`config.mk`:
```
export PLATFORM = sky130hd
export DESIGN_NAME = elastic_eager_fork_ctx_flat
export DESIGN_NICKNAME = d
export VERILOG_FILES = /design/src/rtl/elastic_pkg.sv /design/src/rtl/elastic_eager_fork_ctx_if.sv /design/src/rtl/eager_fork_branch.sv /design/src/rtl/elastic_eager_fork_ctx_chk.sv /design/src/rtl/elastic_eager_fork_ctx.sv /design/src/flat_wrapper.sv
export SDC_FILE = /design/constraint.sdc
export NUM_CORES = 1
export LEC_CHECK = 0
export CAP_MARGIN = 0
export CORE_ASPECT_RATIO = 1.5
export CORE_MARGIN = 5
export CORE_UTILIZATION = 28
export DETAILED_ROUTE_END_ITERATION = 16
export GPL_TIMING_DRIVEN = 1
export PLACE_DENSITY_LB_ADDON = 0.05
export SYNTH_ARGS = -nofsm -noshare
export SYNTH_HDL_FRONTEND = slang
export SYNTH_SLANG_ARGS = --single-unit
```
`constraint.sdc`:
```
create_clock -name clk -period 2.05 [get_ports clk]
set_clock_uncertainty 0.1 [all_clocks]
set_input_delay 0.5125 -clock clk [delete_from_list [all_inputs] [get_ports clk]]
set_output_delay 0.5125 -clock clk [all_outputs]
set_load 0.03 [all_outputs]
```
`src/rtl/elastic_pkg.sv`:
```
// ---------------------------------------------------------------------------
// elastic_pkg
// Shared definitions for the CGRA elastic network blocks.
//   DEFAULT_DATA_WIDTH : default token payload width
//   NEIGHBOR_PE_NUM    : number of neighbour links a PE output fans out to
//   DEFAULT_CNT_WIDTH  : default width of per-context token counters
//   branch_slice()     : low bit index of branch i on a flat multi-branch bus
// ---------------------------------------------------------------------------
package elastic_pkg;

  localparam int DEFAULT_DATA_WIDTH = 32;
  localparam int NEIGHBOR_PE_NUM    = 4;
  localparam int DEFAULT_CNT_WIDTH  = 8;

  // Low bit of branch i on a flat bus of width-bit lanes.
  function automatic int branch_slice(input int i, input int width = DEFAULT_DATA_WIDTH);
    return i * width;
  endfunction

endpackage : elastic_pkg

```
`src/rtl/elastic_eager_fork_ctx_if.sv`:
```
// ---------------------------------------------------------------------------
// elastic_eager_fork_ctx_if
// Handshake bundle of the eager fork: one elastic input channel and OUT_NUM
// elastic output channels plus the per-branch enable mask.
//   input_data / valid_input / stop_input      : producer side
//   output_data / valid_output / stop_output   : consumer side (flat bus)
//   available_output                           : branch enable mask
// Modports:
//   master : the environment (drives the producer and consumer inputs)
//   slave  : the fork itself
// ---------------------------------------------------------------------------
interface elastic_eager_fork_ctx_if
  import elastic_pkg::*;
#(
  parameter int DATA_WIDTH = DEFAULT_DATA_WIDTH,
  parameter int OUT_NUM    = NEIGHBOR_PE_NUM
);

  logic [DATA_WIDTH-1:0]         input_data;
  logic                          valid_input;
  logic                          stop_input;
  logic [OUT_NUM*DATA_WIDTH-1:0] output_data;
  logic [OUT_NUM-1:0]            valid_output;
  logic [OUT_NUM-1:0]            stop_output;
  logic [OUT_NUM-1:0]            available_output;

  modport master (
    output input_data,
    output valid_input,
    output stop_output,
    output available_output,
    input  stop_input,
    input  output_data,
    input  valid_output
  );

  modport slave (
    input  input_data,
    input  valid_input,
    input  stop_output,
    input  available_output,
    output stop_input,
    output output_data,
    output valid_output
  );

endinterface : elastic_eager_fork_ctx_if

```
`src/rtl/eager_fork_branch.sv`:
```
// ---------------------------------------------------------------------------
// eager_fork_branch
// One branch of the eager fork. Remembers whether this branch already took
// the current token so it is not offered the token a second time while
// slower branches are still stalled.
//   clk, reset_n   : clock, asynchronous active-low reset
//   valid_input    : token present at the fork input
//   available      : branch enabled
//   stop           : backpressure from this branch's consumer
//   flush          : synchronous abort of the current token
//   accept         : fork consumes the input token this cycle
//   valid_output   : token offered to this branch
//   xfer           : token handed over to this branch this cycle
//   done           : branch needs nothing more for the current token
// ---------------------------------------------------------------------------
module eager_fork_branch (
  input  logic clk,
  input  logic reset_n,
  input  logic valid_input,
  input  logic available,
  input  logic stop,
  input  logic flush,
  input  logic accept,
  output logic valid_output,
  output logic xfer,
  output logic done
);

  logic sent_r;
  logic sent_nxt_s;

  // Offer, transfer and completion decode for this branch.
  always_comb begin
    valid_output = valid_input & available & ~sent_r & ~flush;
    xfer         = valid_output & ~stop;
    // A disabled branch never holds the token back.
    done         = ~available | sent_r | xfer;
  end

  // Next value of the sent flag: clear wins over set.
  always_comb begin
    sent_nxt_s = sent_r;
    if (flush || accept) begin
      sent_nxt_s = 1'b0;
    end else if (xfer) begin
      sent_nxt_s = 1'b1;
    end else begin
      sent_nxt_s = sent_r;
    end
  end

  // Sent flag register.
  always_ff @(posedge clk or negedge reset_n) begin
    if (!reset_n) begin
      sent_r <= 1'b0;
    end else begin
      sent_r <= sent_nxt_s;
    end
  end

endmodule : eager_fork_branch

```
`src/rtl/elastic_eager_fork_ctx_chk.sv`:
```
// ---------------------------------------------------------------------------
// elastic_eager_fork_ctx_chk
// Invariant checker for the eager fork; observes only.
//   clk, reset_n           : clock, asynchronous active-low reset
//   flush, valid_input     : fork control inputs
//   stop_input             : producer backpressure
//   valid_output           : per-branch valid
//   switch_context         : end-of-context pulse
//   token_count            : tokens accepted in the current context
// ---------------------------------------------------------------------------
module elastic_eager_fork_ctx_chk #(
  parameter int OUT_NUM   = 4,
  parameter int CNT_WIDTH = 8
) (
  input logic                 clk,
  input logic                 reset_n,
  input logic                 flush,
  input logic                 valid_input,
  input logic                 stop_input,
  input logic [OUT_NUM-1:0]   valid_output,
  input logic                 switch_context,
  input logic [CNT_WIDTH-1:0] token_count
);

  // The producer is only ever stopped while it presents a token.
  a_stop_needs_valid : assert property (@(posedge clk) disable iff (!reset_n)
    stop_input |-> valid_input);

  // Nothing is offered downstream while a flush is in progress.
  a_no_valid_in_flush : assert property (@(posedge clk) disable iff (!reset_n)
    flush |-> (valid_output == {OUT_NUM{1'b0}}));

  // The end-of-context pulse always coincides with a cleared counter.
  a_switch_clears_count : assert property (@(posedge clk) disable iff (!reset_n)
    switch_context |-> (token_count == {CNT_WIDTH{1'b0}}));

endmodule : elastic_eager_fork_ctx_chk

```
`src/rtl/elastic_eager_fork_ctx.sv`:
```
// ---------------------------------------------------------------------------
// elastic_eager_fork_ctx
// Eager fork with context token counter. One input token is broadcast to
// OUT_NUM outputs; each enabled branch completes independently and the input
// is consumed in the cycle the last outstanding branch transfers. After
// token_count_cfg fully delivered tokens switch_context pulses for one cycle.
//   clk, reset_n     : clock, asynchronous active-low reset
//   bus (slave)      : input/output handshakes and branch enable mask
//   token_count_cfg  : tokens per context, 0 disables context switching
//   flush            : synchronous abort of current token and counter
//   switch_context   : registered one-cycle end-of-context pulse
//   token_count      : tokens accepted in the current context
// ---------------------------------------------------------------------------
module elastic_eager_fork_ctx
  import elastic_pkg::*;
#(
  parameter int DATA_WIDTH = DEFAULT_DATA_WIDTH,
  parameter int OUT_NUM    = NEIGHBOR_PE_NUM,
  parameter int CNT_WIDTH  = DEFAULT_CNT_WIDTH
) (
  input  logic                     clk,
  input  logic                     reset_n,
  elastic_eager_fork_ctx_if.slave  bus,
  input  logic [CNT_WIDTH-1:0]     token_count_cfg,
  input  logic                     flush,
  output logic                     switch_context,
  output logic [CNT_WIDTH-1:0]     token_count
);

  logic [OUT_NUM-1:0]   done_s;
  logic [OUT_NUM-1:0]   xfer_s;
  logic                 all_done_s;
  logic                 accept_s;
  logic                 terminal_s;
  logic [CNT_WIDTH-1:0] cnt_r;
  logic [CNT_WIDTH-1:0] cnt_nxt_s;
  logic                 switch_r;
  logic                 switch_nxt_s;

  // Per-branch broadcast of the payload and branch state.
  for (genvar i = 0; i < OUT_NUM; i++) begin : g_branch
    assign bus.output_data[branch_slice(i, DATA_WIDTH) +: DATA_WIDTH] = bus.input_data;

    eager_fork_branch u_branch (
      .clk          (clk),
      .reset_n      (reset_n),
      .valid_input  (bus.valid_input),
      .available    (bus.available_output[i]),
      .stop         (bus.stop_output[i]),
      .flush        (flush),
      .accept       (accept_s),
      .valid_output (bus.valid_output[i]),
      .xfer         (xfer_s[i]),
      .done         (done_s[i])
    );
  end

  // Accept decode. An empty enable mask must stall rather than drop tokens,
  // hence the OR-reduce on the mask.
  always_comb begin
    all_done_s     = (&done_s) & (|bus.available_output);
    accept_s       = bus.valid_input & all_done_s & ~flush;
    bus.stop_input = bus.valid_input & ~accept_s;
  end

  // Counter and end-of-context decode.
  always_comb begin
    cnt_nxt_s    = cnt_r;
    switch_nxt_s = 1'b0;
    // Equality only: a cfg lowered below the running count lets the
    // counter run on and wrap before it terminates.
    terminal_s   = (token_count_cfg != {CNT_WIDTH{1'b0}}) &&
                   (cnt_r == (token_count_cfg - {{(CNT_WIDTH-1){1'b0}}, 1'b1}));
    if (flush) begin
      cnt_nxt_s    = {CNT_WIDTH{1'b0}};
      switch_nxt_s = 1'b0;
    end else if (accept_s && terminal_s) begin
      cnt_nxt_s    = {CNT_WIDTH{1'b0}};
      switch_nxt_s = 1'b1;
    end else if (accept_s) begin
      cnt_nxt_s    = cnt_r + {{(CNT_WIDTH-1){1'b0}}, 1'b1};
      switch_nxt_s = 1'b0;
    end else begin
      cnt_nxt_s    = cnt_r;
      switch_nxt_s = 1'b0;
    end
  end

  // Counter and switch_context registers.
  always_ff @(posedge clk or negedge reset_n) begin
    if (!reset_n) begin
      cnt_r    <= {CNT_WIDTH{1'b0}};
      switch_r <= 1'b0;
    end else begin
      cnt_r    <= cnt_nxt_s;
      switch_r <= switch_nxt_s;
    end
  end

  assign switch_context = switch_r;
  assign token_count    = cnt_r;

  elastic_eager_fork_ctx_chk #(
    .OUT_NUM   (OUT_NUM),
    .CNT_WIDTH (CNT_WIDTH)
  ) u_chk (
    .clk            (clk),
    .reset_n        (reset_n),
    .flush          (flush),
    .valid_input    (bus.valid_input),
    .stop_input     (bus.stop_input),
    .valid_output   (bus.valid_output),
    .switch_context (switch_r),
    .token_count    (cnt_r)
  );

endmodule : elastic_eager_fork_ctx

```
`src/flat_wrapper.sv`:
```
// flat-port wrapper written by rule: the top's interface ports become plain ports
module elastic_eager_fork_ctx_flat import elastic_pkg::*;
#(
  parameter int DATA_WIDTH = DEFAULT_DATA_WIDTH,
  parameter int OUT_NUM    = NEIGHBOR_PE_NUM,
  parameter int CNT_WIDTH  = DEFAULT_CNT_WIDTH
)
  (clk, reset_n, token_count_cfg, flush, switch_context, token_count, bus_input_data, bus_valid_input, bus_stop_output, bus_available_output, bus_stop_input, bus_output_data, bus_valid_output);
  elastic_eager_fork_ctx_if #(.DATA_WIDTH(DATA_WIDTH), .OUT_NUM(OUT_NUM)) bus_i ();
  input  logic clk;
  input  logic reset_n;
  input  logic [CNT_WIDTH-1:0] token_count_cfg;
  input  logic flush;
  output logic switch_context;
  output logic [CNT_WIDTH-1:0] token_count;
  input wire logic [$bits(bus_i.input_data)-1:0] bus_input_data;
  input wire logic [$bits(bus_i.valid_input)-1:0] bus_valid_input;
  input wire logic [$bits(bus_i.stop_output)-1:0] bus_stop_output;
  input wire logic [$bits(bus_i.available_output)-1:0] bus_available_output;
  output wire logic [$bits(bus_i.stop_input)-1:0] bus_stop_input;
  output wire logic [$bits(bus_i.output_data)-1:0] bus_output_data;
  output wire logic [$bits(bus_i.valid_output)-1:0] bus_valid_output;
  assign bus_i.input_data = bus_input_data;
  assign bus_i.valid_input = bus_valid_input;
  assign bus_i.stop_output = bus_stop_output;
  assign bus_i.available_output = bus_available_output;
  assign bus_stop_input = bus_i.stop_input;
  assign bus_output_data = bus_i.output_data;
  assign bus_valid_output = bus_i.valid_output;
  elastic_eager_fork_ctx #(.DATA_WIDTH(DATA_WIDTH), .OUT_NUM(OUT_NUM), .CNT_WIDTH(CNT_WIDTH)) u_core (.clk(clk), .reset_n(reset_n), .bus(bus_i), .token_count_cfg(token_count_cfg), .flush(flush), .switch_context(switch_context), .token_count(token_count));
endmodule
```
# After elaboration in Yosys (flattened, before gate mapping)
# Index checks and enable logic that the tools add are counted.
word_totals:
  output_inout_bits: 142
  ff_bits: 13
  in_bits: 52
classes:
  n_eq_ne: 1
  mux: 13
  addsub: 2
  bitwise: 42
  n_reduce_logical: 11
op_table:
  columns: ["operator", "count"]
  rows:
  - ["8-bit 2-to-1 mux", 3]
  - ["1-bit bitwise AND", 20]
  - ["1-bit NOT", 14]
  - ["1-bit 2-to-1 mux", 10]
  - ["8-bit by 1-bit adder with 8-bit output (second input constant)", 1]
  - ["8-bit == test", 1]
  - ["1-bit OR", 8]
  - ["2-bit nonzero test", 4]
  - ["8-bit nonzero test", 1]
  - ["8-bit by 1-bit subtractor with 8-bit output (second input constant)", 1]
  - ["4-bit AND reduction", 1]
  - ["4-bit OR reduction", 1]
  - ["3-bit nonzero test", 1]
  - ["1-bit logical AND", 2]
  - ["1-bit logical OR", 1]

# Depth between registers and ports, before layout
# Gate-level depths: netlist of the first run.
logic_depth:
  ltp_word: 12
  depth_mapped: 9
  mapped_depth_nobuf: 8

# Modules after synthesis
# A second synthesis of the first run with hierarchy kept.
hier_totals:
  hier_cells: 245
  hier_area_um2: 2010.7
by_module_without_submodules:
  columns: ["module", "n_inst", "cells_each", "seq_area_each_um2", "area_each_um2"]
  rows:
  - ["elastic_eager_fork_ctx", 1, 209, 225.2, 1705.4]
  - ["eager_fork_branch", 4, 9, 25.0, 76.3]

# Worst setup path after synthesis of the first run
# OpenSTA, ideal clock, no wires.
synth_timing:
  path_type: "input to register"
  from: "in token_count_cfg[0]"
  to: "reg u_core.cnt_r[1] (netlist: u_core.token_count[1])"
  path_stages: 8
  t_arrival_ns: 2.239
  t_required_ns: 1.829
  setup_ns: 0.121
  path_slack_ns: -0.410
  cell_sequence: "inv_1 -> ha_1 -> o21ba_2 -> a221oi_1 -> a41oi_1 -> or4_1 -> and2_1 -> a22o_1"
synth_between:
  elab_chain_len: 6
  elab_cells_between_ends: 8
  classes_between: "1 x add/sub; 1 x eq/ne; 2 x mux; 4 x reduce/logical"
synth_rtl:
  columns: ["element", "line_no", "source"]
  rows:
  - ["from (decl)", "flat_wrapper.sv:12", "input logic [CNT_WIDTH-1:0] token_count_cfg;"]
  - ["8-bit by 1-bit subtractor with 8-bit output", "elastic_eager_fork_ctx.sv:73", "(cnt_r == (token_count_cfg - {{(CNT_WIDTH-1){1'b0}}, 1'b1}));"]
  - ["8-bit == test", "elastic_eager_fork_ctx.sv:73", null]
  - ["1-bit logical AND *", "elastic_eager_fork_ctx.sv:72", "terminal_s = (token_count_cfg != {CNT_WIDTH{1'b0}}) &&"]
  - ["1-bit logical AND *", "elastic_eager_fork_ctx.sv:77", "end else if (accept_s && terminal_s) begin"]
  - ["8-bit 2-to-1 mux", "elastic_eager_fork_ctx.sv:77", null]
  - ["8-bit 2-to-1 mux", "elastic_eager_fork_ctx.sv:74", "if (flush) begin"]
  - ["to (signal assigned)", "elastic_eager_fork_ctx.sv:92", "cnt_r <= {CNT_WIDTH{1'b0}};"]
  - ["to (signal assigned)", "elastic_eager_fork_ctx.sv:95", "cnt_r <= cnt_nxt_s;"]
  - ["to (decl)", "elastic_eager_fork_ctx.sv:35", "logic [CNT_WIDTH-1:0] cnt_r;"]
# Every way passes the cells marked *; elsewhere a longest branch is shown, timed or not.
# A chain may end at the register's enable or synchronous reset.

# Worst setup path in the final report of the first run
# Same ends and word-level chain as after synthesis.

==> results of run 1 <==
==> per-layer routing <==
layer | routed length [um] | share of wire | up-vias | GRT usage
met4 | 103 | 0.024 | 0 | 0.05161
met1 | 1462 | 0.34 | 553 | 0.09069
li1 | - | - | 579 | -
met5 | 0 | 0 | - | 0
met2 | 2397 | 0.56 | 28 | 0.1890
met3 | 313 | 0.073 | 23 | 0.02370
==> report_power, final <==
part / total [mW] / leakage, nW / switching, mW / internal, mW
Sequential: 0.265 / 0.181 / 0.00439 / 0.260
Combinational: 0.238 / 0.756 / 0.115 / 0.123
Clock: 0.238 / 0.0228 / 0.101 / 0.137
==> layout make-up <==
| type | count | area [um^2] | share of cell area |
|---|---|---|---|
| tap | 78 | 97.59 | 0.04791 |
| inverter | 8 | 50.05 | 0.02457 |
| clock buffer | 4 | 45.04 | 0.02211 |
| timing repair buffer | 72 | 619.3 | 0.3041 |
| multi-input combinational | 95 | 899.6 | 0.4416 |
| sequential | 13 | 325.3 | 0.1597 |
==> synth_stat cells <==
library cell	number	area (um^2)
buf_4	133	998.5
dfrtp_1	13	325.3
nand2_1	12	45.04
nor2_1	11	41.29
inv_1	8	30.03
nor3_1	7	35.03
nor3b_1	7	52.55
xnor2_1	6	52.55
xor2_1	6	52.55
a211o_1	4	35.03
a31oi_1	4	25.02
nand4_1	4	25.02
clkbuf_1	3	11.26
ha_1	3	37.54
nand3_1	3	15.01
nor3_2	3	30.03
o21ai_0	3	15.01
nand2b_1	2	12.51
nor2b_1	2	12.51
o32ai_1	2	17.52
a221oi_1	1	8.760
a22o_1	1	8.760
a31o_2	1	8.760
a41oi_1	1	8.760
and2_1	1	6.260
and3_1	1	6.260
nand4b_1	1	8.760
nor4_1	1	6.260
o21ai_2	1	8.760
o21ba_2	1	10.01
o41ai_1	1	8.760
o41ai_2	1	16.27
or2_2	1	6.260
or3_2	1	7.510
or4_1	1	7.510
or4_4	1	11.26
==> timing repair <==
item,CTS,global route
endpoints found under the setup margin,25,15
cloned,1,0
setup buffers,3,3
pin swaps,19,20
gates resized for setup,98,28
==> registers in the layout, summed over array words and instances, names as in the netlist <==
| name | flops |
|---|---|
| u_core.token_count | 8 |
| u_core.switch_context | 1 |
| u_core.g_branch.u_branch.sent_r | 4 |
==> critical path, delay by kind of cell <==
family / cells / cell delay [ps]
AO/OA/AOI/OAI: 2 / 310
AND/OR/NAND/NOR: 4 / 1440
buffers and inverters: 1 / 110
==> worst max path at each step <==
stage	start	end	slack (ps)
3_3_place_gp	token_count_cfg[0]	u_core.token_count[1]	-980
6_report	token_count_cfg[0]	u_core.token_count[1]	-290
4_1_cts	token_count_cfg[1]	u_core.token_count[1]	-400
2_1_floorplan	token_count_cfg[1]	u_core.token_count[1]	-280
5_1_grt	token_count_cfg[0]	u_core.token_count[1]	-360
3_5_place_dp	token_count_cfg[0]	u_core.token_count[1]	-1020
==> cells by family after synthesis <==
kind of cell	after synthesis
buffers and inverters	144
flip-flops	13
XOR/XNOR	12
AND/OR/NAND/NOR	59
adder cells (fa/ha/maj)	3
AO/OA/AOI/OAI	21
==> metrics.txt, run 1 <==
# TYPE chip_impl_metric gauge
chip_impl_metric{name="design.core.area",unit="mm^2"} 0.006944
chip_impl_metric{name="antenna-diode-count",unit=""} 0
chip_impl_info{name="worstSetupPathType",value="in -> reg"} 1
chip_impl_metric{name="via_count_of_the_first_global_routing_pass",unit=""} 1337
chip_impl_metric{name="initial_utilization",unit=""} 0.2892
chip_impl_metric{name="synth_mux_area_frac",unit=""} 0
chip_impl_metric{name="max_freq",unit="MHz"} 426.6
chip_impl_info{name="run_status",value="finished with violations"} 1
chip_impl_metric{name="critical_path_required",unit="ps"} 2080
chip_impl_metric{name="syn-mean-instance-area",unit="um^2"} 7.969
chip_impl_metric{name="layout.nets",unit=""} 248
chip_impl_metric{name="die_width",unit="um"} 79.15
chip_impl_metric{name="power_density",unit="mW/mm^2"} 363.6
chip_impl_metric{name="vias_per_cell",unit=""} 4.381
chip_impl_metric{name="final.fill_count",unit=""} 750
chip_impl_metric{name="mappedNetlistNets",unit=""} 307
chip_impl_info{name="reg2reg_to",value="u_core.token_count[5]"} 1
chip_impl_metric{name="placementRows",unit=""} 37
chip_impl_metric{name="timing.critical_path.arrival",unit="ps"} 2380
chip_impl_metric{name="gp_congestion",unit=""} 0.7709
chip_impl_metric{name="wire_length_of_the_first_global_routing_pass",unit="um"} 6762
chip_impl_metric{name="routed-via-count",unit=""} 1183
chip_impl_metric{name="reg2reg_depth",unit=""} 7
chip_impl_metric{name="clkLatencyLatePin",unit="ps"} 240
chip_impl_metric{name="min_path_cells",unit=""} 3
chip_impl_metric{name="yosys_register_bits",unit=""} 13
chip_impl_info{name="dominant_combinational_cell_family_by_area_after_synthesis",value="buffers and inverters"} 1
chip_impl_info{name="critPathMostFrequentCell",value="or4_4"} 1
chip_impl_metric{name="power_after_layout",unit="mW"} 0.7406
chip_impl_info{name="clk_root_buffer_cell",value="clkbuf_8"} 1
chip_impl_info{name="hold_path.startpoint",value="flush"} 1
chip_impl_metric{name="register_clock_pin_slew_on_the_reported_worst_setup_and_hold_paths",unit="ps"} 60
chip_impl_metric{name="r2r_slack",unit="ps"} -70
chip_impl_metric{name="detailedRoute.firstPassIterationCount",unit=""} 4
chip_impl_metric{name="synth_xor_xnor_area_share",unit=""} 0.05234
chip_impl_metric{name="final_hold_viol_count",unit=""} 0
chip_impl_metric{name="numPortBuffers",unit=""} 33
chip_impl_metric{name="htreeDepth",unit=""} 1
chip_impl_info{name="tritoncts_clock_tree",value="yes"} 1
chip_impl_info{name="crit_chain",value="buf_8, or4_4, o21ai_2, nand4_1, or4_4, and2_4, a22o_1"} 1
chip_impl_metric{name="final_wirelength",unit="um"} 4276
chip_impl_metric{name="holdWs",unit="ps"} 469.6
chip_impl_metric{name="synth.cell_area",unit="mm^2"} 0.002008
chip_impl_info{name="min_path_type",value="in -> reg"} 1
chip_impl_info{name="mostFrequentLayoutCell",value="buf_4"} 1
chip_impl_metric{name="gr-usage-all-layers",unit=""} 0.09726
chip_impl_metric{name="detailedRoute.firstIterationViolations",unit=""} 34
chip_impl_metric{name="slew_headroom",unit=""} 0.7669
chip_impl_metric{name="post_synthesis_cell_count",unit=""} 252
chip_impl_metric{name="cts-root-to-sink-buffers",unit=""} 2
chip_impl_metric{name="synthAdderAreaFrac",unit=""} 0.01869
chip_impl_metric{name="ir_worst_vdd",unit="mV"} 0.1534
chip_impl_metric{name="fp.dieH",unit="um"} 113.7
chip_impl_metric{name="maxCapViolations",unit=""} 0
chip_impl_metric{name="ios",unit=""} 194
chip_impl_metric{name="synth_sequential_area_ratio",unit=""} 0.1620
chip_impl_metric{name="yosys.cell_types.count",unit=""} 36
chip_impl_metric{name="synth-compound-area-share",unit=""} 0.08536
chip_impl_metric{name="pin_count_of_the_biggest_net_entering_global_routing",unit=""} 14
chip_impl_info{name="timing.critical_path.slowest_stage_cell",value="or4_4"} 1
chip_impl_metric{name="cpPeakStageDelay",unit="ps"} 560
chip_impl_info{name="critical_path.startpoint_type",value="input port"} 1
chip_impl_metric{name="report.final.setup_viol",unit=""} 10
chip_impl_info{name="unrepaired_setup_endpoints_after_global_routing",value="true"} 1
chip_impl_info{name="crit_path_end_kind",value="flop"} 1
chip_impl_metric{name="layout-drive-gt1-share",unit=""} 0.5365
chip_impl_metric{name="synth-simple-area-share",unit=""} 0.1639
chip_impl_metric{name="finalNonFillerCells",unit=""} 270
chip_impl_metric{name="cts_buffers",unit=""} 3
chip_impl_metric{name="worstMarginPinSlew",unit="ps"} 348.5
chip_impl_metric{name="period_utilisation_layout",unit=""} 1.144
chip_impl_metric{name="globalRouteOverflowTotal",unit=""} 0
chip_impl_metric{name="final_core_utilization",unit=""} 0.2933
chip_impl_metric{name="timing_max_transition_violations_final",unit=""} 0
chip_impl_info{name="most-common-layout-cells",value="buf_4, dfrtp_1, nand2_1"} 1
chip_impl_metric{name="yosysWarnings",unit=""} 0
chip_impl_metric{name="avgRoutedWirePerCell",unit="um"} 15.84
chip_impl_metric{name="power.leakage",unit="nW"} 0.9589
chip_impl_info{name="violations",value="negative setup slack"} 1
chip_impl_metric{name="detail-route-antenna-nets",unit=""} 0
chip_impl_metric{name="tns",unit="ps"} -1774
chip_impl_metric{name="min_period",unit="ps"} 2344
chip_impl_metric{name="numPlacedInstances",unit=""} 261
chip_impl_metric{name="cts.sinks",unit=""} 13
chip_impl_info{name="reg_to_reg_startpoint",value="u_core.token_count[2]"} 1
chip_impl_metric{name="dpl.hpwl",unit="um"} 3355
chip_impl_metric{name="fin_area",unit="mm^2"} 0.002037
chip_impl_metric{name="setup_slack",unit="ps"} -294.2
chip_impl_metric{name="cts.hold.buffers_added",unit=""} 0
chip_impl_metric{name="preCtsSetupSlack",unit="ps"} -1023
chip_impl_metric{name="syn_to_final_growth",unit="%"} 1.433
chip_impl_metric{name="antenna_violations_before_repair",unit=""} 0
chip_impl_metric{name="placedInstanceArea",unit="mm^2"} 0.001744
chip_impl_info{name="min_to",value="u_core.switch_context"} 1
chip_impl_metric{name="critPathMaxFanout",unit=""} 3
chip_impl_metric{name="die-area",unit="mm^2"} 0.009000
chip_impl_metric{name="post-route-drc-count",unit=""} 0
No activity file was read; power rests on OpenSTA's default activity.
==> run 2: changes to the inputs <==
CTS_BUF_LIST = sky130_fd_sc_hd__clkbuf_16   (was default)
PLACE_DENSITY = 0.87   (was default)
PLACE_DENSITY_LB_ADDON = default   (was 0.05)
SETUP_SLACK_MARGIN = 0.4   (was default)
==> metrics.txt, run 2 (synthesis gave the netlist of run 1 again) <==
# TYPE chip_impl_metric gauge
chip_impl_metric{name="final_wirelength",unit="um"} 5055
chip_impl_info{name="timing.critical_path.slowest_stage_cell",value="or4_4"} 1
chip_impl_info{name="min_to",value="u_core.g_branch[0].u_branch.sent_r"} 1
chip_impl_metric{name="maxCapViolations",unit=""} 0
chip_impl_metric{name="cpPeakStageDelay",unit="ps"} 580
chip_impl_metric{name="antenna-diode-count",unit=""} 0
chip_impl_metric{name="via_count_of_the_first_global_routing_pass",unit=""} 1494
chip_impl_metric{name="ir_worst_vdd",unit="mV"} 0.2412
chip_impl_info{name="route.top_layer_used",value="met4"} 1
chip_impl_metric{name="critPathMaxFanout",unit=""} 6
chip_impl_metric{name="final_hold_viol_count",unit=""} 0
chip_impl_info{name="violations",value="negative setup slack"} 1
chip_impl_metric{name="power_report.internal_total",unit="mW"} 0.6653
chip_impl_metric{name="period_utilisation_layout",unit=""} 1.156
chip_impl_info{name="reg2reg_to",value="u_core.token_count[1]"} 1
chip_impl_info{name="critical_path.startpoint_type",value="input port"} 1
chip_impl_metric{name="final.fill_count",unit=""} 694
chip_impl_metric{name="die-area",unit="mm^2"} 0.009000
chip_impl_metric{name="reg2reg_depth",unit=""} 6
chip_impl_metric{name="timing.critical_path.arrival",unit="ps"} 2390
chip_impl_metric{name="antenna_violations_before_repair",unit=""} 0
chip_impl_metric{name="worstMarginPinSlew",unit="ps"} 336.3
chip_impl_metric{name="initial_utilization",unit=""} 0.2892
chip_impl_metric{name="power.leakage",unit="nW"} 1.010
chip_impl_metric{name="htreeDepth",unit=""} 1
chip_impl_metric{name="wire_length_of_the_first_global_routing_pass",unit="um"} 7341
chip_impl_metric{name="clkPwrFrac",unit=""} 0.397
chip_impl_metric{name="vias_per_cell",unit=""} 4.687
chip_impl_metric{name="layout-drive-gt1-share",unit=""} 0.6305
chip_impl_metric{name="setup_slack",unit="ps"} -319.1
chip_impl_metric{name="finalNonFillerCells",unit=""} 281
chip_impl_metric{name="slew_headroom",unit=""} 0.7750
chip_impl_metric{name="power_after_layout",unit="mW"} 0.9104
chip_impl_metric{name="p_sw_frac",unit=""} 0.2692
chip_impl_metric{name="ios",unit=""} 194
chip_impl_metric{name="gr-usage-all-layers",unit=""} 0.1047
chip_impl_info{name="most-common-layout-cells",value="buf_4, buf_6, dfrtp_1"} 1
chip_impl_info{name="crit_chain",value="buf_12, buf_8, inv_12, ha_4, o21ba_4, a221oi_2, a41oi_2, or4_4, and2_4, a22o_1"} 1
chip_impl_metric{name="register_clock_pin_slew_on_the_reported_worst_setup_and_hold_paths",unit="ps"} 40
chip_impl_metric{name="comb_power_share",unit=""} 0.310
chip_impl_metric{name="design.core.area",unit="mm^2"} 0.006944
chip_impl_info{name="mostFrequentLayoutCell",value="buf_4"} 1
chip_impl_metric{name="clkLatencyLatePin",unit="ps"} 240
chip_impl_metric{name="cts.sinks",unit=""} 13
chip_impl_metric{name="gp_congestion",unit=""} 0.8078
chip_impl_metric{name="min_path_cells",unit=""} 3
chip_impl_metric{name="timing_max_transition_violations_final",unit=""} 0
chip_impl_metric{name="r2r_slack",unit="ps"} -70
chip_impl_metric{name="power_density",unit="mW/mm^2"} 407.6
chip_impl_metric{name="pin_count_of_the_biggest_net_entering_global_routing",unit=""} 14
chip_impl_metric{name="globalRouteOverflowTotal",unit=""} 0
chip_impl_metric{name="met1Wirelength",unit="um"} 1524
chip_impl_metric{name="placementRows",unit=""} 37
chip_impl_metric{name="layout.nets",unit=""} 259
chip_impl_metric{name="met3RoutedLength",unit="um"} 478
chip_impl_metric{name="detail-route-antenna-nets",unit=""} 0
chip_impl_metric{name="met2WireLength",unit="um"} 2445
chip_impl_metric{name="numPlacedInstances",unit=""} 259
chip_impl_metric{name="cts_buffers",unit=""} 3
chip_impl_info{name="min_path_type",value="in -> reg"} 1
chip_impl_metric{name="dpl.hpwl",unit="um"} 3447
chip_impl_metric{name="seq_power_share",unit=""} 0.292
chip_impl_metric{name="detailedRoute.firstIterationViolations",unit=""} 31
chip_impl_info{name="unrepaired_setup_endpoints_after_global_routing",value="true"} 1
chip_impl_info{name="hold_path.startpoint",value="flush"} 1
chip_impl_metric{name="report.final.setup_viol",unit=""} 13
chip_impl_info{name="tritoncts_clock_tree",value="yes"} 1
chip_impl_metric{name="max_freq",unit="MHz"} 422.1
chip_impl_info{name="run_status",value="finished with violations"} 1
chip_impl_info{name="clk_root_buffer_cell",value="clkbuf_16"} 1
chip_impl_metric{name="critical_path_required",unit="ps"} 2080
chip_impl_metric{name="net-switching-power",unit="mW"} 0.2451
chip_impl_metric{name="detailedRoute.firstPassIterationCount",unit=""} 4
chip_impl_info{name="worstSetupPathType",value="in -> reg"} 1
chip_impl_metric{name="die_width",unit="um"} 79.15
chip_impl_metric{name="post-route-drc-count",unit=""} 0
chip_impl_metric{name="numPortBuffers",unit=""} 33
chip_impl_info{name="worstSetupStartpoint",value="token_count_cfg[1]"} 1
chip_impl_metric{name="largest_register_ff_count",unit=""} 8
chip_impl_info{name="crit_path_end_kind",value="flop"} 1
chip_impl_metric{name="avgRoutedWirePerCell",unit="um"} 17.99
chip_impl_metric{name="cts.hold.buffers_added",unit=""} 0
chip_impl_metric{name="cts-root-to-sink-buffers",unit=""} 2
chip_impl_metric{name="routed-via-count",unit=""} 1317
chip_impl_metric{name="min_period",unit="ps"} 2369
chip_impl_metric{name="fp.dieH",unit="um"} 113.7
chip_impl_metric{name="preCtsSetupSlack",unit="ps"} -1053
chip_impl_info{name="reg_to_reg_startpoint",value="u_core.token_count[2]"} 1
chip_impl_metric{name="syn_to_final_growth",unit="%"} 11.21
## run 2: area by class of cell
type	count	area, um^2	share of cell area
Clock buffer	3	75.07	0.03361
Clock inverter	1	3.754	0.001681
Inverter	8	50.05	0.02241
Multi-Input combinational cell	95	952.2	0.4263
Sequential cell	13	325.3	0.1457
Tap cell	78	97.59	0.04370
Timing Repair Buffer	83	729.5	0.3266
## run 2: layer usage
layer  track usage  up-vias
met3       0.01264       81
li1              -      602
met2        0.1845       43
met5             0        -
met1       0.08527      591
met4        0.1422        0
## run 2: what timing repair did
action,4_1_cts,5_1_grt
buffers inserted,9,8
hold endpoints to repair,0,0
gates cloned,1,0
resized for setup,126,37
endpoints found under the setup margin,27,20
pin swaps,22,21
## run 2: power groups by stage
stage	clock network (mW)	registers, mW	logic, mW
floorplan	0	0.270	0.557
global placement	0	0.269	0.199
detailed placement	0	0.269	0.206
CTS	0.374	0.265	0.243
global route	0.385	0.266	0.301
finish	0.362	0.266	0.283
## run 2: worst max path at each step
stage / slack, ps / to
2_1_floorplan: -280 / u_core.token_count[1]
3_3_place_gp: -990 / u_core.token_count[1]
3_5_place_dp: -1050 / u_core.token_count[1]
4_1_cts: -460 / u_core.token_count[5]
5_1_grt: -390 / u_core.token_count[2]
6_report: -320 / u_core.token_count[1]
## run 2: metrics by stage
step / instance area [um^2] / hold WS [ps] / setup TNS, ps / util
after floorplan: 2130 / 116.9 / -1159 / -
after global placement: 1762 / 452.5 / -12180 / 0.2537
after detailed placement: 1762 / 471.0 / -13530 / 0.2537
after CTS: 2073 / 345.3 / -3713 / 0.2986
after global routing: 2233 / 434.1 / -3256 / 0.3216
final: 2233 / 434.2 / -2487 / 0.3216
## run 2: worst max-delay path, delay by kind of cell
kind	cells	cell delay [ps]
fa+ha+maj	1	170
simple gates	2	730
buf+inv	3	210
compound gates	4	780
==> run 3: changes to the inputs <==
CORE_MARGIN = 2   (was 5)
HOLD_SLACK_MARGIN = 0.03   (was default)
==> metrics.txt, run 3 (synthesis gave the netlist of run 1 again) <==
# TYPE chip_impl_metric gauge
chip_impl_metric{name="routed-via-count",unit=""} 1300
chip_impl_info{name="violations",value="negative setup slack"} 1
chip_impl_metric{name="placementRows",unit=""} 37
chip_impl_metric{name="initial_utilization",unit=""} 0.2911
chip_impl_metric{name="layout-drive-gt1-share",unit=""} 0.6517
chip_impl_metric{name="period_utilisation_layout",unit=""} 1.123
chip_impl_metric{name="gr-usage-all-layers",unit=""} 0.1155
chip_impl_metric{name="gp_congestion",unit=""} 0.8314
chip_impl_info{name="crit_path_end_kind",value="flop"} 1
chip_impl_metric{name="preCtsSetupSlack",unit="ps"} -1060
chip_impl_metric{name="ios",unit=""} 194
chip_impl_metric{name="ir_worst_vdd",unit="mV"} 0.2407
chip_impl_metric{name="detailedRoute.firstIterationViolations",unit=""} 48
chip_impl_info{name="crit_chain",value="buf_12, or4_4, o21ai_2, nand4_1, or4_4, and2_4, a22o_1"} 1
chip_impl_metric{name="timing_max_transition_violations_final",unit=""} 0
chip_impl_metric{name="htreeDepth",unit=""} 1
chip_impl_metric{name="antenna-diode-count",unit=""} 0
chip_impl_info{name="timing.critical_path.slowest_stage_cell",value="or4_4"} 1
chip_impl_metric{name="cts.sinks",unit=""} 13
chip_impl_info{name="mostFrequentLayoutCell",value="buf_4"} 1
chip_impl_metric{name="detailedRoute.firstPassIterationCount",unit=""} 5
chip_impl_metric{name="die_width",unit="um"} 73.15
chip_impl_metric{name="critical_path_cell_count",unit=""} 7
chip_impl_metric{name="avgRoutedWirePerCell",unit="um"} 16.31
chip_impl_metric{name="pin_count_of_the_biggest_net_entering_global_routing",unit=""} 14
chip_impl_metric{name="critical_path_required",unit="ps"} 2080
chip_impl_metric{name="power_after_layout",unit="mW"} 0.8870
chip_impl_info{name="unrepaired_setup_endpoints_after_global_routing",value="true"} 1
chip_impl_metric{name="fp.dieH",unit="um"} 107.7
chip_impl_metric{name="setup_slack",unit="ps"} -251.8
chip_impl_info{name="tritoncts_clock_tree",value="yes"} 1
chip_impl_metric{name="power.leakage",unit="nW"} 0.9977
chip_impl_metric{name="vias_per_cell",unit=""} 4.659
chip_impl_info{name="worstSetupPathType",value="in -> reg"} 1
chip_impl_info{name="min_path_type",value="reg -> reg"} 1
chip_impl_metric{name="numPortBuffers",unit=""} 33
chip_impl_metric{name="dpl.hpwl",unit="um"} 3391
chip_impl_metric{name="wire_length_of_the_first_global_routing_pass",unit="um"} 6927
chip_impl_metric{name="cts-root-to-sink-buffers",unit=""} 2
chip_impl_metric{name="critPathMaxFanout",unit=""} 4
chip_impl_metric{name="layout.nets",unit=""} 257
chip_impl_metric{name="max_freq",unit="MHz"} 434.4
chip_impl_info{name="clk_root_buffer_cell",value="clkbuf_16"} 1
chip_impl_metric{name="detail-route-antenna-nets",unit=""} 0
chip_impl_metric{name="maxCapViolations",unit=""} 0
chip_impl_metric{name="min_period",unit="ps"} 2302
chip_impl_metric{name="final_hold_viol_count",unit=""} 0
chip_impl_metric{name="min_path_cells",unit=""} 1
chip_impl_metric{name="cts_buffers",unit=""} 3
chip_impl_metric{name="antenna_violations_before_repair",unit=""} 0
chip_impl_metric{name="final_wirelength",unit="um"} 4551
chip_impl_metric{name="report.final.setup_viol",unit=""} 7
chip_impl_metric{name="design.core.area",unit="mm^2"} 0.006898
chip_impl_info{name="run_status",value="finished with violations"} 1
chip_impl_metric{name="cpPeakStageDelay",unit="ps"} 540
chip_impl_metric{name="worstMarginPinSlew",unit="ps"} 602.3
chip_impl_info{name="cpLargestDelayFamily",value="simple AND/OR/NAND/NOR gates"} 1
chip_impl_metric{name="syn_to_final_growth",unit="%"} 8.598
chip_impl_metric{name="via_count_of_the_first_global_routing_pass",unit=""} 1452
chip_impl_metric{name="clkLatencyLatePin",unit="ps"} 240
chip_impl_info{name="critical_path.startpoint_type",value="input port"} 1
chip_impl_metric{name="largest_register_ff_count",unit=""} 8
chip_impl_metric{name="die-area",unit="mm^2"} 0.007879
chip_impl_metric{name="globalRouteOverflowTotal",unit=""} 0
chip_impl_metric{name="reg2reg_depth",unit=""} 6
chip_impl_metric{name="post-route-drc-count",unit=""} 0
chip_impl_metric{name="slew_headroom",unit=""} 0.5972
chip_impl_metric{name="register_clock_pin_slew_on_the_reported_worst_setup_and_hold_paths",unit="ps"} 40
chip_impl_info{name="critPathMostFrequentCell",value="or4_4"} 1
chip_impl_metric{name="power_density",unit="mW/mm^2"} 406.7
chip_impl_metric{name="cp.buffers_inverters",unit=""} 1
chip_impl_info{name="most-common-layout-cells",value="buf_4, buf_6, dfrtp_1"} 1
chip_impl_metric{name="timing.critical_path.arrival",unit="ps"} 2330
run 3: cell types whose count changed in the layout (fill, tap and decap cells not counted), sizes merged:
cell | previous run | this run
dlygate4sd2 | 3 | 2
clkdlybuf4s50 | 2 | 1
clkbuf | 10 | 8
dlymetal6s2s | 1 | 0
buf | 65 | 68
run 3: timing repair:
item | in CTS | in global routing
pin swaps | 20 | 10
hold buffers | 0 | 0
setup endpoints to repair | 27 | 23
resized for setup | 144 | 27
buffers inserted | 8 | 2
run 3: worst paths after layout:
kind	from	end	slack [ps]
min in group asynchronous	reset_n	u_core.g_branch[0].u_branch.sent_r	560
worst max-delay path	token_count_cfg[0]	u_core.token_count[1]	-250
worst min-delay path	u_core.token_count[0]	u_core.token_count[0]	480
max in group asynchronous	reset_n	u_core.token_count[6]	900
worst min register to register	u_core.token_count[0]	u_core.token_count[0]	480
worst max register to register	u_core.token_count[2]	u_core.token_count[1]	-60
run 3: worst register-to-register path: stages, from the launching register on:
cell	delay [ps]
dfrtp_1	440
o21ba_4	220
a221oi_2	250
a41oi_2	70
or4_4	570
and2_4	160
a22o_1	190
run 3: layout make-up:
type	instances	area, um^2
Clock buffer	3	75.07
Clock inverter	1	3.754
Fill cell	692	4717
Inverter	8	50.05
Multi-Input combinational cell	95	908.4
Sequential cell	13	325.3
Tap cell	78	97.59
Timing Repair Buffer	81	720.7
run 3: stage by stage:
| step | hold WS, ps | TNS [ps] | utilization | area (um^2) | instances |
|---|---|---|---|---|---|
| global placement | 454.9 | -10840 | 0.2637 | 1819 | 265 |
| detailed placement | 470.1 | -11660 | 0.2637 | 1819 | 265 |
| global route | 503.6 | -1850 | 0.3162 | 2181 | 279 |
| finish | 481.4 | -1271 | 0.3162 | 2181 | 279 |
| floorplan | 116.9 | -1159 | - | 2130 | 252 |
| CTS | 479.8 | -1295 | 0.3058 | 2110 | 277 |
run 3: power by group:
part,internal [mW],switching [mW],total (mW)
Clock,0.256,0.100,0.356
Combinational,0.144,0.120,0.264
Sequential,0.261,0.00526,0.266
Total,0.661,0.226,0.887
run 3: per-layer routing:
layer  up-vias  GRT usage  wire length, um
li1        596          -                -
met1       593    0.09886             1369
met2        53     0.2040             2333
met3        58    0.01592              420
met4         0     0.1336              428
met5         -          0                0
